===== config.mk =====
export PLATFORM = sky130hd
export DESIGN_NAME = conv2d_engine_flat
export DESIGN_NICKNAME = d
export VERILOG_FILES = /design/src/rtl/conv2d_engine_if.sv /design/src/rtl/conv2d_engine.sv /design/src/flat_wrapper.sv
export SDC_FILE = /design/constraint.sdc
export NUM_CORES = 2
export LEC_CHECK = 0
export CAP_MARGIN = 20
export CORE_MARGIN = 2
export CORE_UTILIZATION = 44
export CTS_CLUSTER_SIZE = 28
export DETAILED_ROUTE_END_ITERATION = 16
export GPL_ROUTABILITY_DRIVEN = 0
export PLACE_DENSITY = 0.68
export SETUP_SLACK_MARGIN = 0.5
export SKIP_LAST_GASP = 1
export SYNTH_ARGS = -nofsm -noshare
export SYNTH_HDL_FRONTEND = slang
export SYNTH_SLANG_ARGS = --single-unit

===== constraint.sdc =====
create_clock -name clk -period 25.7 [get_ports clk]
set_input_delay 3.855 -clock clk [delete_from_list [all_inputs] [get_ports clk]]
set_output_delay 3.855 -clock clk [all_outputs]
set_load 0.05 [all_outputs]

===== src/rtl/conv2d_engine_if.sv =====
// Word-wide memory port between the conv engine (master) and memory (slave).
//   req_valid/req_ready : request handshake, accepted when both high
//   we/addr/wdata       : request payload, held stable until accepted
//   rdata/rvalid        : read return, exactly one rvalid per accepted read
interface conv2d_engine_if #(
  parameter int unsigned AW = 32,
  parameter int unsigned DW = 32
);
  logic          req_valid;
  logic          req_ready;
  logic          we;
  logic [AW-1:0] addr;
  logic [DW-1:0] wdata;
  logic [DW-1:0] rdata;
  logic          rvalid;

  modport master (
    output req_valid, we, addr, wdata,
    input  req_ready, rdata, rvalid
  );

  modport slave (
    input  req_valid, we, addr, wdata,
    output req_ready, rdata, rvalid
  );
endinterface


===== src/rtl/conv2d_engine.sv =====
// 3x3 2D convolution sequencer: loads 9 weights, then for every output pixel
// reads the in-range IFM taps, multiply-accumulates and writes the OFM word.
//   clk, rst             : clock, asynchronous active-low reset
//   conv_start_i/rst_i   : start and synchronous soft-reset pulses
//   conv_*_offset_i      : IFM/OFM/weight base word addresses, fm_dim = N
//   conv_idle_o/done_o   : idle level, one-cycle completion pulse
//   mem                  : single-outstanding word memory port (master)
module conv2d_engine #(
  parameter int unsigned AW = 32,
  parameter int unsigned DW = 32
) (
  input  logic            clk,
  input  logic            rst,
  input  logic            conv_start_i,
  input  logic            conv_rst_i,
  input  logic [31:0]     conv_ifm_offset_i,
  input  logic [31:0]     conv_ofm_offset_i,
  input  logic [31:0]     conv_fm_dim_i,
  input  logic [31:0]     conv_wt_offset_i,
  output logic            conv_idle_o,
  output logic            conv_done_o,
  conv2d_engine_if.master mem
);

  typedef enum logic [2:0] {S_IDLE, S_LOAD_WT, S_FETCH, S_WRITE, S_DONE} state_t;

  state_t          state_q;
  logic [31:0]     ifm_q, ofm_q, wt_base_q;
  logic [15:0]     n_q, r_q, c_q;
  logic [3:0]      k_q;
  logic [DW-1:0]   acc_q;
  logic [DW-1:0]   wt_q [0:8];
  logic            rd_wait_q;   // accepted read whose rvalid is still owed
  logic            drain_q;     // swallow one rvalid left over from a soft reset
  logic            pend_q;      // start accepted while draining

  logic [1:0]        ki_c, kj_c;
  logic [17:0]       row_c, col_c;
  logic              tap_in_c, tap_adv_c, go_c, last_px_c, c_wrap_c;
  logic [31:0]       ifm_addr_c, ofm_addr_c, launch_wt_c;
  logic [15:0]       launch_n_c;
  logic signed [DW-1:0] prod_c;
  logic [DW-1:0]     tap_acc_c;
  logic              unused_c;

  assign unused_c = ^conv_fm_dim_i[31:16];

  // Tap geometry, addresses and the accumulate step
  always_comb begin
    ki_c = 2'd2;
    if (k_q < 4'd3)      ki_c = 2'd0;
    else if (k_q < 4'd6) ki_c = 2'd1;
    kj_c = 2'(k_q - {1'b0, ki_c, 1'b0} - {2'b00, ki_c});
    // Offset by -1 in unsigned arithmetic: row -1 wraps high and fails the bound test
    row_c = {2'b00, r_q} + {16'd0, ki_c} - 18'd1;
    col_c = {2'b00, c_q} + {16'd0, kj_c} - 18'd1;
    tap_in_c   = (row_c < {2'b00, n_q}) && (col_c < {2'b00, n_q});
    ifm_addr_c = ifm_q + (32'(row_c[15:0]) * 32'(n_q)) + 32'(col_c[15:0]);
    ofm_addr_c = ofm_q + (32'(r_q) * 32'(n_q)) + 32'(c_q);
    prod_c     = $signed(mem.rdata) * $signed(wt_q[k_q]);
    tap_adv_c  = rd_wait_q ? mem.rvalid : (!mem.req_valid && !tap_in_c);
    tap_acc_c  = rd_wait_q ? (acc_q + prod_c) : acc_q;
    last_px_c  = (r_q == n_q - 16'd1) && (c_q == n_q - 16'd1);
    c_wrap_c   = (c_q == n_q - 16'd1);
    go_c       = (state_q == S_IDLE) &&
                 (pend_q ? mem.rvalid : (conv_start_i && (!drain_q || mem.rvalid)));
    launch_n_c  = pend_q ? n_q : conv_fm_dim_i[15:0];
    launch_wt_c = pend_q ? wt_base_q : conv_wt_offset_i;
  end

  // Sequencer, datapath registers and memory request outputs
  always_ff @(posedge clk or negedge rst) begin
    if (!rst) begin
      state_q       <= S_IDLE;
      ifm_q         <= '0;
      ofm_q         <= '0;
      wt_base_q     <= '0;
      n_q           <= '0;
      r_q           <= '0;
      c_q           <= '0;
      k_q           <= '0;
      acc_q         <= '0;
      for (int i = 0; i < 9; i++) wt_q[i] <= '0;
      rd_wait_q     <= 1'b0;
      drain_q       <= 1'b0;
      pend_q        <= 1'b0;
      conv_idle_o   <= 1'b1;
      conv_done_o   <= 1'b0;
      mem.req_valid <= 1'b0;
      mem.we        <= 1'b0;
      mem.addr      <= '0;
      mem.wdata     <= '0;
    end else if (conv_rst_i) begin
      state_q       <= S_IDLE;
      r_q           <= '0;
      c_q           <= '0;
      k_q           <= '0;
      acc_q         <= '0;
      rd_wait_q     <= 1'b0;
      pend_q        <= 1'b0;
      conv_idle_o   <= 1'b1;
      conv_done_o   <= 1'b0;
      mem.req_valid <= 1'b0;
      mem.we        <= 1'b0;
      // A read owed now (or accepted this very cycle) must still be swallowed
      drain_q <= (rd_wait_q && !mem.rvalid) ||
                 (mem.req_valid && mem.req_ready && !mem.we) ||
                 (drain_q && !mem.rvalid);
    end else begin
      conv_done_o <= 1'b0;
      if (mem.req_valid && mem.req_ready) begin
        mem.req_valid <= 1'b0;
        mem.we        <= 1'b0;
        if (!mem.we) rd_wait_q <= 1'b1;
      end
      case (state_q)
        S_IDLE: begin
          if (drain_q && mem.rvalid) drain_q <= 1'b0;
          if (conv_start_i && !pend_q) begin
            ifm_q     <= conv_ifm_offset_i;
            ofm_q     <= conv_ofm_offset_i;
            wt_base_q <= conv_wt_offset_i;
            n_q       <= conv_fm_dim_i[15:0];
          end
          if (go_c) begin
            pend_q      <= 1'b0;
            conv_idle_o <= 1'b0;
            r_q         <= '0;
            c_q         <= '0;
            k_q         <= '0;
            acc_q       <= '0;
            rd_wait_q   <= 1'b0;
            if (launch_n_c == 16'd0) begin
              state_q     <= S_DONE;
              conv_done_o <= 1'b1;
            end else begin
              state_q       <= S_LOAD_WT;
              mem.req_valid <= 1'b1;
              mem.we        <= 1'b0;
              mem.addr      <= AW'(launch_wt_c);
            end
          end else if (conv_start_i && !pend_q) begin
            pend_q      <= 1'b1;
            conv_idle_o <= 1'b0;
          end
        end
        S_LOAD_WT: begin
          if (rd_wait_q && mem.rvalid) begin
            wt_q[k_q] <= mem.rdata;
            rd_wait_q <= 1'b0;
            if (k_q == 4'd8) begin
              state_q <= S_FETCH;
              k_q     <= '0;
              acc_q   <= '0;
              r_q     <= '0;
              c_q     <= '0;
            end else begin
              k_q           <= k_q + 4'd1;
              mem.req_valid <= 1'b1;
              mem.addr      <= AW'(wt_base_q + 32'(k_q) + 32'd1);
            end
          end
        end
        S_FETCH: begin
          if (!rd_wait_q && !mem.req_valid && tap_in_c) begin
            mem.req_valid <= 1'b1;
            mem.we        <= 1'b0;
            mem.addr      <= AW'(ifm_addr_c);
          end else if (tap_adv_c) begin
            rd_wait_q <= 1'b0;
            acc_q     <= tap_acc_c;
            if (k_q == 4'd8) begin
              state_q       <= S_WRITE;
              mem.req_valid <= 1'b1;
              mem.we        <= 1'b1;
              mem.addr      <= AW'(ofm_addr_c);
              mem.wdata     <= tap_acc_c;
            end else begin
              k_q <= k_q + 4'd1;
            end
          end
        end
        S_WRITE: begin
          if (mem.req_valid && mem.req_ready) begin
            if (c_wrap_c) begin
              c_q <= '0;
              r_q <= r_q + 16'd1;
            end else begin
              c_q <= c_q + 16'd1;
            end
            if (last_px_c) begin
              state_q     <= S_DONE;
              conv_done_o <= 1'b1;
            end else begin
              state_q <= S_FETCH;
              k_q     <= '0;
              acc_q   <= '0;
            end
          end
        end
        S_DONE: begin
          state_q     <= S_IDLE;
          conv_idle_o <= 1'b1;
        end
        default: state_q <= S_IDLE;
      endcase
    end
  end

endmodule

===== src/flat_wrapper.sv =====
// flat-port wrapper written by rule: the top's interface ports become plain ports
module conv2d_engine_flat 
#(
  parameter int unsigned AW = 32,
  parameter int unsigned DW = 32
)
  (clk, rst, conv_start_i, conv_rst_i, conv_ifm_offset_i, conv_ofm_offset_i, conv_fm_dim_i, conv_wt_offset_i, conv_idle_o, conv_done_o, mem_req_valid, mem_we, mem_addr, mem_wdata, mem_req_ready, mem_rdata, mem_rvalid);
  conv2d_engine_if #(.AW(AW), .DW(DW)) mem_i ();
  input  logic clk;
  input  logic rst;
  input  logic conv_start_i;
  input  logic conv_rst_i;
  input  logic [31:0] conv_ifm_offset_i;
  input  logic [31:0] conv_ofm_offset_i;
  input  logic [31:0] conv_fm_dim_i;
  input  logic [31:0] conv_wt_offset_i;
  output logic conv_idle_o;
  output logic conv_done_o;
  output wire logic [$bits(mem_i.req_valid)-1:0] mem_req_valid;
  output wire logic [$bits(mem_i.we)-1:0] mem_we;
  output wire logic [$bits(mem_i.addr)-1:0] mem_addr;
  output wire logic [$bits(mem_i.wdata)-1:0] mem_wdata;
  input wire logic [$bits(mem_i.req_ready)-1:0] mem_req_ready;
  input wire logic [$bits(mem_i.rdata)-1:0] mem_rdata;
  input wire logic [$bits(mem_i.rvalid)-1:0] mem_rvalid;
  assign mem_req_valid = mem_i.req_valid;
  assign mem_we = mem_i.we;
  assign mem_addr = mem_i.addr;
  assign mem_wdata = mem_i.wdata;
  assign mem_i.req_ready = mem_req_ready;
  assign mem_i.rdata = mem_rdata;
  assign mem_i.rvalid = mem_rvalid;
  conv2d_engine #(.AW(AW), .DW(DW)) u_core (.clk(clk), .rst(rst), .conv_start_i(conv_start_i), .conv_rst_i(conv_rst_i), .conv_ifm_offset_i(conv_ifm_offset_i), .conv_ofm_offset_i(conv_ofm_offset_i), .conv_fm_dim_i(conv_fm_dim_i), .conv_wt_offset_i(conv_wt_offset_i), .conv_idle_o(conv_idle_o), .conv_done_o(conv_done_o), .mem(mem_i));
endmodule

==> flow_metrics.tcl <==
set metrics [dict create \
    yosys.area.top_type "fa_1" \
    num_vias 48600 \
    start_util_pct 44.3 \
    maxSlewHeadroom_pct 21.5 \
    slew_viol_final 0 \
    period_needed_ns 12.30 \
    io_buffers 217 \
    syn_nets 8124 \
    async_flop_share_pct 100 \
    synth_edf_count 0 \
    drc_errors 0 \
    arrival_ns 12.87 \
    grt_pass1_vias 51600 \
    synth_most_common_cell "inv_1" \
    grt_antenna_before_repair 10 \
    path_common_cell "fa_1" \
    fp.coreArea_um2 145000 \
    cpLargestDelayFamily "compound AO/OA/AOI/OAI gates" \
    max_stage_delay_ns 0.87 \
    synthDistinctLibCells 95 \
    maxCapViolations 0 \
    met3_length_um 19600 \
    nNetsFinal 8152 \
    hold_class "flip-flop to flip-flop" \
    fin_worst_skew_ns 0.0602 \
    synth_cells 6628 \
    ys_ff_latch 542 \
    cts_buffer_depth 3 \
    grt_max_degree 99 \
    max_clock_freq_mhz 81.3 \
    wl_met1_um 76400 \
    ctsHoldBuffers 0 \
    hold_viol 0 \
    ys.warnings.count 0 \
    setup_violations 0 \
    tightest_slew_ns 1.17 \
    met2_length_um 90800 \
    setup_tns_ns 0 \
    crit_fanout 17 \
    die-area_um2 149000 \
    final_layout_size_suffix_gt1_share_pct 11.4 \
    die-height_um 387 \
    critPathBufInv 7 \
    path_clk_slew_ns 0.06 \
    synthTopCellsByArea "fa_1 (29%), dfrtp_1 (21%), ha_1 (7.9%)" \
    postRouteAntennaNets 0 \
    place_hpwl_um 141000 \
    netlist_area_um2 64400 \
    synthFlopType "dfrtp_1" \
    cts.sinks 542 \
    clkLatencyLatePin_ns 0.73 \
    grt_pass1_wl_um 307000 \
    numCtsBuffers 68 \
    dr.pass1.iters 6 \
    h-tree-depth 3 \
    cts_tree "yes" \
    cts_resized 0 \
    netlist.area_leader.share_pct 28.7 \
    num_io_pins 234 \
    end_kind "flip-flop" \
    worst_path_max_delay_cell "a211oi_2" \
    cts_setup_buffers 0 \
    fillers 13300 \
    synth_common_cells "inv_1 (1152), fa_1 (923), nand2_1 (903)" \
    drt_iter0_drc 4078 \
    area_delta_synth_final_pct 10.1 \
    avgViaCountPerCell 5.64 \
    wl_per_cell_um 22.8 \
    wirelength_um 197000 \
    cts-root-buf "clkbuf_16" \
    cp.required_ns 26.27 \
    status "complete, no violations" \
    synth-seq-area-share_pct 21.1 \
    maxUsedRoutingLayer "met5" \
    period_share_pct 47.9 \
    rsz0062_at_grt "false" \
    rows 140 \
    syn_avg_cell_area_um2 9.71 \
    grt_overflow 0 \
    worst-setup-path-type "flip-flop to flip-flop" \
    die_w_um 387 \
    grt_util_all_layers_pct 26.7 \
    setup.worst_path.start_class "flip-flop" \
]
-- cell type report --
cell class	instances	area, µm²	share of cell area (%)
antenna	4	10.0	0.0141
tap	1917	2400	3.38
clock buffer	92	1920	2.71
multi-input combinational	4546	45100	63.6
sequential	542	13600	19.2
inverter	1157	4340	6.13
timing repair buffer	341	3120	4.40
clock inverter	32	460	0.650
-- routing by layer --
layer / track usage (%) / vias up
met3: 6.98 / 522
met5: 0 / -
met2: 42.6 / 2258
met1: 34.1 / 24800
li1: - / 21000
met4: 12.0 / 10
-- state kept, by name, indices dropped and copies added (netlist names) --
name	count
u_core.conv_idle_o	1
u_core.wt_q	288
u_core.ifm_q	32
u_core.drain_q	1
u_core.mem.req_valid	1
u_core.k_q	4
u_core.rd_wait_q	1
u_core.r_q	16
u_core.mem.we	1
u_core.state_q	3
u_core.mem.addr	32
u_core.wt_base_q	32
u_core.conv_done_o	1
u_core.pend_q	1
u_core.n_q	16
u_core.mem.wdata	32
u_core.ofm_q	32
u_core.acc_q	32
u_core.c_q	16
-- tightest hold or removal path, stage by stage, from the launching register on --
cell and delay (ns):
dfrtp_1 0.34, nand2_1 0.04, o21ai_0 0.06
-- layout by cell type, fill, tap and decap left out, types with 16 or more instances in the layout --
| cell | netlist | final |
|---|---|---|
| and3_1 | 32 | 31 |
| nand2_1 | 903 | 903 |
| a31oi_1 | 30 | 30 |
| xnor2_1 | 151 | 150 |
| o22ai_1 | 29 | 28 |
| nor3_1 | 55 | 53 |
| o2bb2ai_1 | 23 | 23 |
| xnor3_1 | 16 | 16 |
| a221o_1 | 22 | 19 |
| xor2_1 | 68 | 67 |
| dfrtp_1 | 541 | 536 |
| a221oi_1 | 20 | 20 |
| nor2_1 | 214 | 213 |
| a21o_1 | 40 | 40 |
| o21a_1 | 30 | 30 |
| clkbuf_16 | 0 | 69 |
| nand2b_1 | 26 | 26 |
| o211ai_1 | 17 | 17 |
| nand4_1 | 28 | 28 |
| buf_4 | 13 | 119 |
| inv_1 | 1152 | 1152 |
| mux2i_1 | 118 | 118 |
| ha_1 | 407 | 407 |
| and2_1 | 290 | 290 |
| o31ai_1 | 19 | 19 |
| fa_1 | 923 | 923 |
| mux2_2 | 451 | 451 |
| o21ai_0 | 162 | 159 |
| a21oi_1 | 140 | 140 |
| nor2b_1 | 22 | 21 |
| nor4_1 | 17 | 17 |
| nand3_1 | 64 | 60 |
| clkdlybuf4s50_1 | 0 | 211 |
-- cells by family after synthesis --
group / share of synthesized area, %
and+or+nand+nor: 12.3
buffers and inverters: 9.16
adders and majority gates: 36.6
AOI/OAI and AO/OA: 7.06
muxes: 10.2
DFF: 21.1
xor gates and xnor gates: 3.56
-- through the flow --
| step | hold slack [ns] | utilization, % | worst slack, ns | instance area [µm²] | std cells |
|---|---|---|---|---|---|
| final | 0.482 | 48.8 | 13.40 | 70900 | 8631 |
| after global routing | 0.508 | 48.8 | 13.03 | 70900 | 8629 |
| after detailed placement | 0.473 | 47.1 | 13.74 | 68400 | 8499 |
| after CTS | 0.485 | 48.7 | 13.74 | 70800 | 8623 |
| after floorplan | 0.456 | - | 15.07 | 64400 | 6628 |
| after global placement | 0.466 | 47.1 | 13.85 | 68400 | 8498 |
-- final timing paths --
path / from / to / slack (ns) / cells past startpoint
max: u_core.k_q[1] / u_core.mem.addr[31] / 13.40 / 38
min: u_core.mem.addr[11] / u_core.mem.addr[11] / 0.48 / 2
max reg2reg: u_core.k_q[1] / u_core.mem.addr[31] / 13.40 / 38
min reg2reg: u_core.mem.addr[11] / u_core.mem.addr[11] / 0.48 / 2
max in group asynchronous: rst / u_core.acc_q[1] / 19.81 / 4
min in group asynchronous: rst / u_core.ifm_q[18] / 3.16 / 1
Power is left out: the tool's default activity adds up to more than one toggle a clock period on the data nets, which glitch-free logic cannot reach.
==> RTL change: new RTL, same flow settings <==
Reset style: synchronous (`rst`), changed in one clocked block. Comments in the files are not updated.
--- a/src/rtl/conv2d_engine.sv
+++ b/src/rtl/conv2d_engine.sv
@@ -70,5 +70,5 @@
 
   // Sequencer, datapath registers and memory request outputs
-  always_ff @(posedge clk or negedge rst) begin
+  always_ff @(posedge clk) begin
     if (!rst) begin
       state_q       <= S_IDLE;
Function: not settled (the Yosys comparison gave no result); the edit may change what the design does.
==> RTL change against the unedited design <==
Worst hold slack got worse by 0.028 ns. Setup slack improved by 0.84 ns. Core utilization fell by 0.15 points. Sequential cell count rose by 228. Synthesized area rose by 12%. Via count rose by 8.7%. Sequential share of layout area rose by 6.9 points. Wire length rose by 8.3%. First-iteration DRC count rose by 16%. Critical path depth fell by 11. Cell area rose by 11%.
Power is left out: it rests on default switching activity, and per cell area and clock period it moved more than threefold.
==> RTL change: results (changes against the unedited design) <==
----------------------------------------------------
[Yosys]
  Most numerous cell types in the synthesized netlist ... 1150 x sky130_fd_sc_hd__inv_1, 1120 x sky130_fd_sc_hd__nand2_1, 923 x sky130_fd_sc_hd__fa_1
  Area contributors post-synth ... sky130_fd_sc_hd__fa_1 26%, sky130_fd_sc_hd__edfxtp_1 21%, sky130_fd_sc_hd__dfxtp_1 7.2%, sky130_fd_sc_hd__ha_1 7.1%, sky130_fd_sc_hd__inv_1 6.0%
  Top_reg_cell synth ... sky130_fd_sc_hd__edfxtp_1
  Net Count, Synth ... 8685 (+6.9%)
  Number of library cell types mapped by synthesis ... 78 (-18%)
  Count of flip-flops with a built-in enable after synthesis ... 512 (+512)
  Share of flip-flops with an asynchronous set or reset ... 0 (-1.00)
  Register area share after synthesis ... 0.286 (+0.0748)
  Number of warnings printed during yosys synthesis ... 0 (unchanged)

[Outcome]
  Status ... completed

[Detailed routing]
  Starting DRT DRC Count ... 4733 (+16%)
  Vias per std cell ... 5.62 (-0.36%)
  Post-detailed-route DRC marker count ... 0 (unchanged)
  Detailed Routing Iterations Pass 1 ... 7 (+1)
  DRT Wirelength ... 213000 um (+8.3%)

[CTS]
  CTS root buf ... sky130_fd_sc_hd__clkbuf_16
  Clock H-tree levels ... 3 (unchanged)
  Number of clock buffers inserted by TritonCTS ... 84 (+24%)
  Skew-Pair Late Insertion Delay ... 0.73 ns (about the same)
  Clock-pin slew reported for the worst setup and hold paths after clock tree synthesis ... 0.06 ns (about the same)
  Maximum buffer depth of the clock tree ... 3 (unchanged)
  Number of buffers added for setup after CTS ... 0 (unchanged)
  CTS-repair resized insts ... 0 (unchanged)

[Global route]
  Met3 routing resource usage after global routing ... 0.0546 (-0.0152)
  Met2 capacity usage during global routing ... 0.424 (-0.00272)
  Number of global-route vias before repair ... 55.1k (+6.9%)
  Pin count of the biggest net entering global routing ... 133 (+34%)
  Gr usage total ... 0.259 (-0.00854)
  Global-route met1 utilization ... 0.328 (-0.0136)
  Antenna violations before repair ... 12 (+2)
  Wire length of the first global-routing pass ... 330000 um (+7.5%)

[Setup path]
  Highest fanout seen on the critical path ... 41 (+24)
  Highest-delay cell along the critical path ... sky130_fd_sc_hd__fa_1
  Signal arrival time at the worst endpoint ... 12.11 ns (-0.76 ns)
  Peak per-stage delay on the critical path ... 0.59 ns (-0.28 ns)
  Cell family with most CP delay ... adder cells

[Placed design]
  Port-buffer cells ... 217 (unchanged)
  Total half-perimeter wirelength after legalization and detailed placement ... 148000 um (+4.8%)

[Final layout]
  Top register by number of flip-flops ... u_core.wt_q
  Fillers ... 14.9k (+12%)
  Final net count ... 8669 (+6.3%)
  Number of flip-flops under the largest register name ... 512 (+78%)
  Layout cells sized above 1 ... 0.0609 (-0.0526)

[Min path]
  Worst hold-check path type ... reg2reg

[STA]
  Setup Skew ... 0.0380 ns (-0.0221 ns)
  Slew headroom ... 0.210 (-0.00483)

----------------------------------------------------
[RTL change: changes by cell type after synthesis, sizes merged, moves of 41 or more]
cell    change
a21oi     +162
and3      +278
buf        -41
clkbuf    +114
dfrtp     -541
dfxtp     +258
edfxtp    +512
mux2      -444
mux4      +113
nand2     +217
[RTL change: layout make-up]
class	count	area share
multi-input cells	4811	0.575
well taps	2175	0.0344
clock buffers	111	0.0286
inverters	1152	0.0548
diodes	5	0.000158
clock inverters	38	0.00589
flip-flops and latches	770	0.260
repair buffers	354	0.0410
[RTL change: worst register-to-register path, delay by kind of cell (launching register included)]
family,cells,cell delay [ns]
DFF,1,0.67
buffers and inverters,5,0.61
AOI/OAI and AO/OA,11,2.71
adders and majority gates,9,4.15
xor gates and xnor gates,3,0.69
and+or+nand+nor,9,1.88
muxes,1,0.21
[RTL change: cells by family after synthesis]
kind of cell / count (synthesis) / synth area share
buffers and inverters: 1608 / 0.0864
flip-flops: 770 / 0.286
XOR/XNOR: 256 / 0.0329
adder cells (fa/ha/maj): 1330 / 0.328
AO/OA/AOI/OAI: 767 / 0.0665
multiplexers: 219 / 0.0538
AND/OR/NAND/NOR: 2239 / 0.147
[RTL change: path summary, 6_finish.rpt]
kind / startpoint / cells past startpoint / endpoint / slack, ns
max: mem_rdata[7] / 27 / u_core.mem.wdata[24]$_SDFFE_PN0P_ / 14.24
min: u_core.ifm_q[30]$_SDFFE_PN0P_ / 2 / u_core.ifm_q[30]$_SDFFE_PN0P_ / 0.45
max reg2reg: u_core.k_q[1]$_SDFFE_PP0P_ / 38 / u_core.mem.addr[30]$_SDFFE_PN0P_ / 14.64
min reg2reg: u_core.ifm_q[30]$_SDFFE_PN0P_ / 2 / u_core.ifm_q[30]$_SDFFE_PN0P_ / 0.45
[RTL change: per-stage QoR]
stage / setup slack (ns) / std cells / area (um^2) / util / hold slack (ns)
2_1_floorplan: 15.14 / 7189 / 71900 / - / 0.436
3_3_place_gp: 13.73 / 9256 / 76200 / 0.469 / 0.442
3_5_place_dp: 13.73 / 9257 / 76200 / 0.469 / 0.449
4_1_cts: 14.43 / 9406 / 78900 / 0.485 / 0.457
5_1_grt: 13.85 / 9413 / 79000 / 0.486 / 0.473
6_report: 14.24 / 9416 / 79000 / 0.486 / 0.454
[RTL change: routing by layer]
| metal | vias up | share of wire |
|---|---|---|
| met5 | - | 0.00029 |
| met4 | 10 | 0.054 |
| met3 | 468 | 0.087 |
| met2 | 2352 | 0.47 |
| met1 | 26800 | 0.39 |
| li1 | 23200 | - |
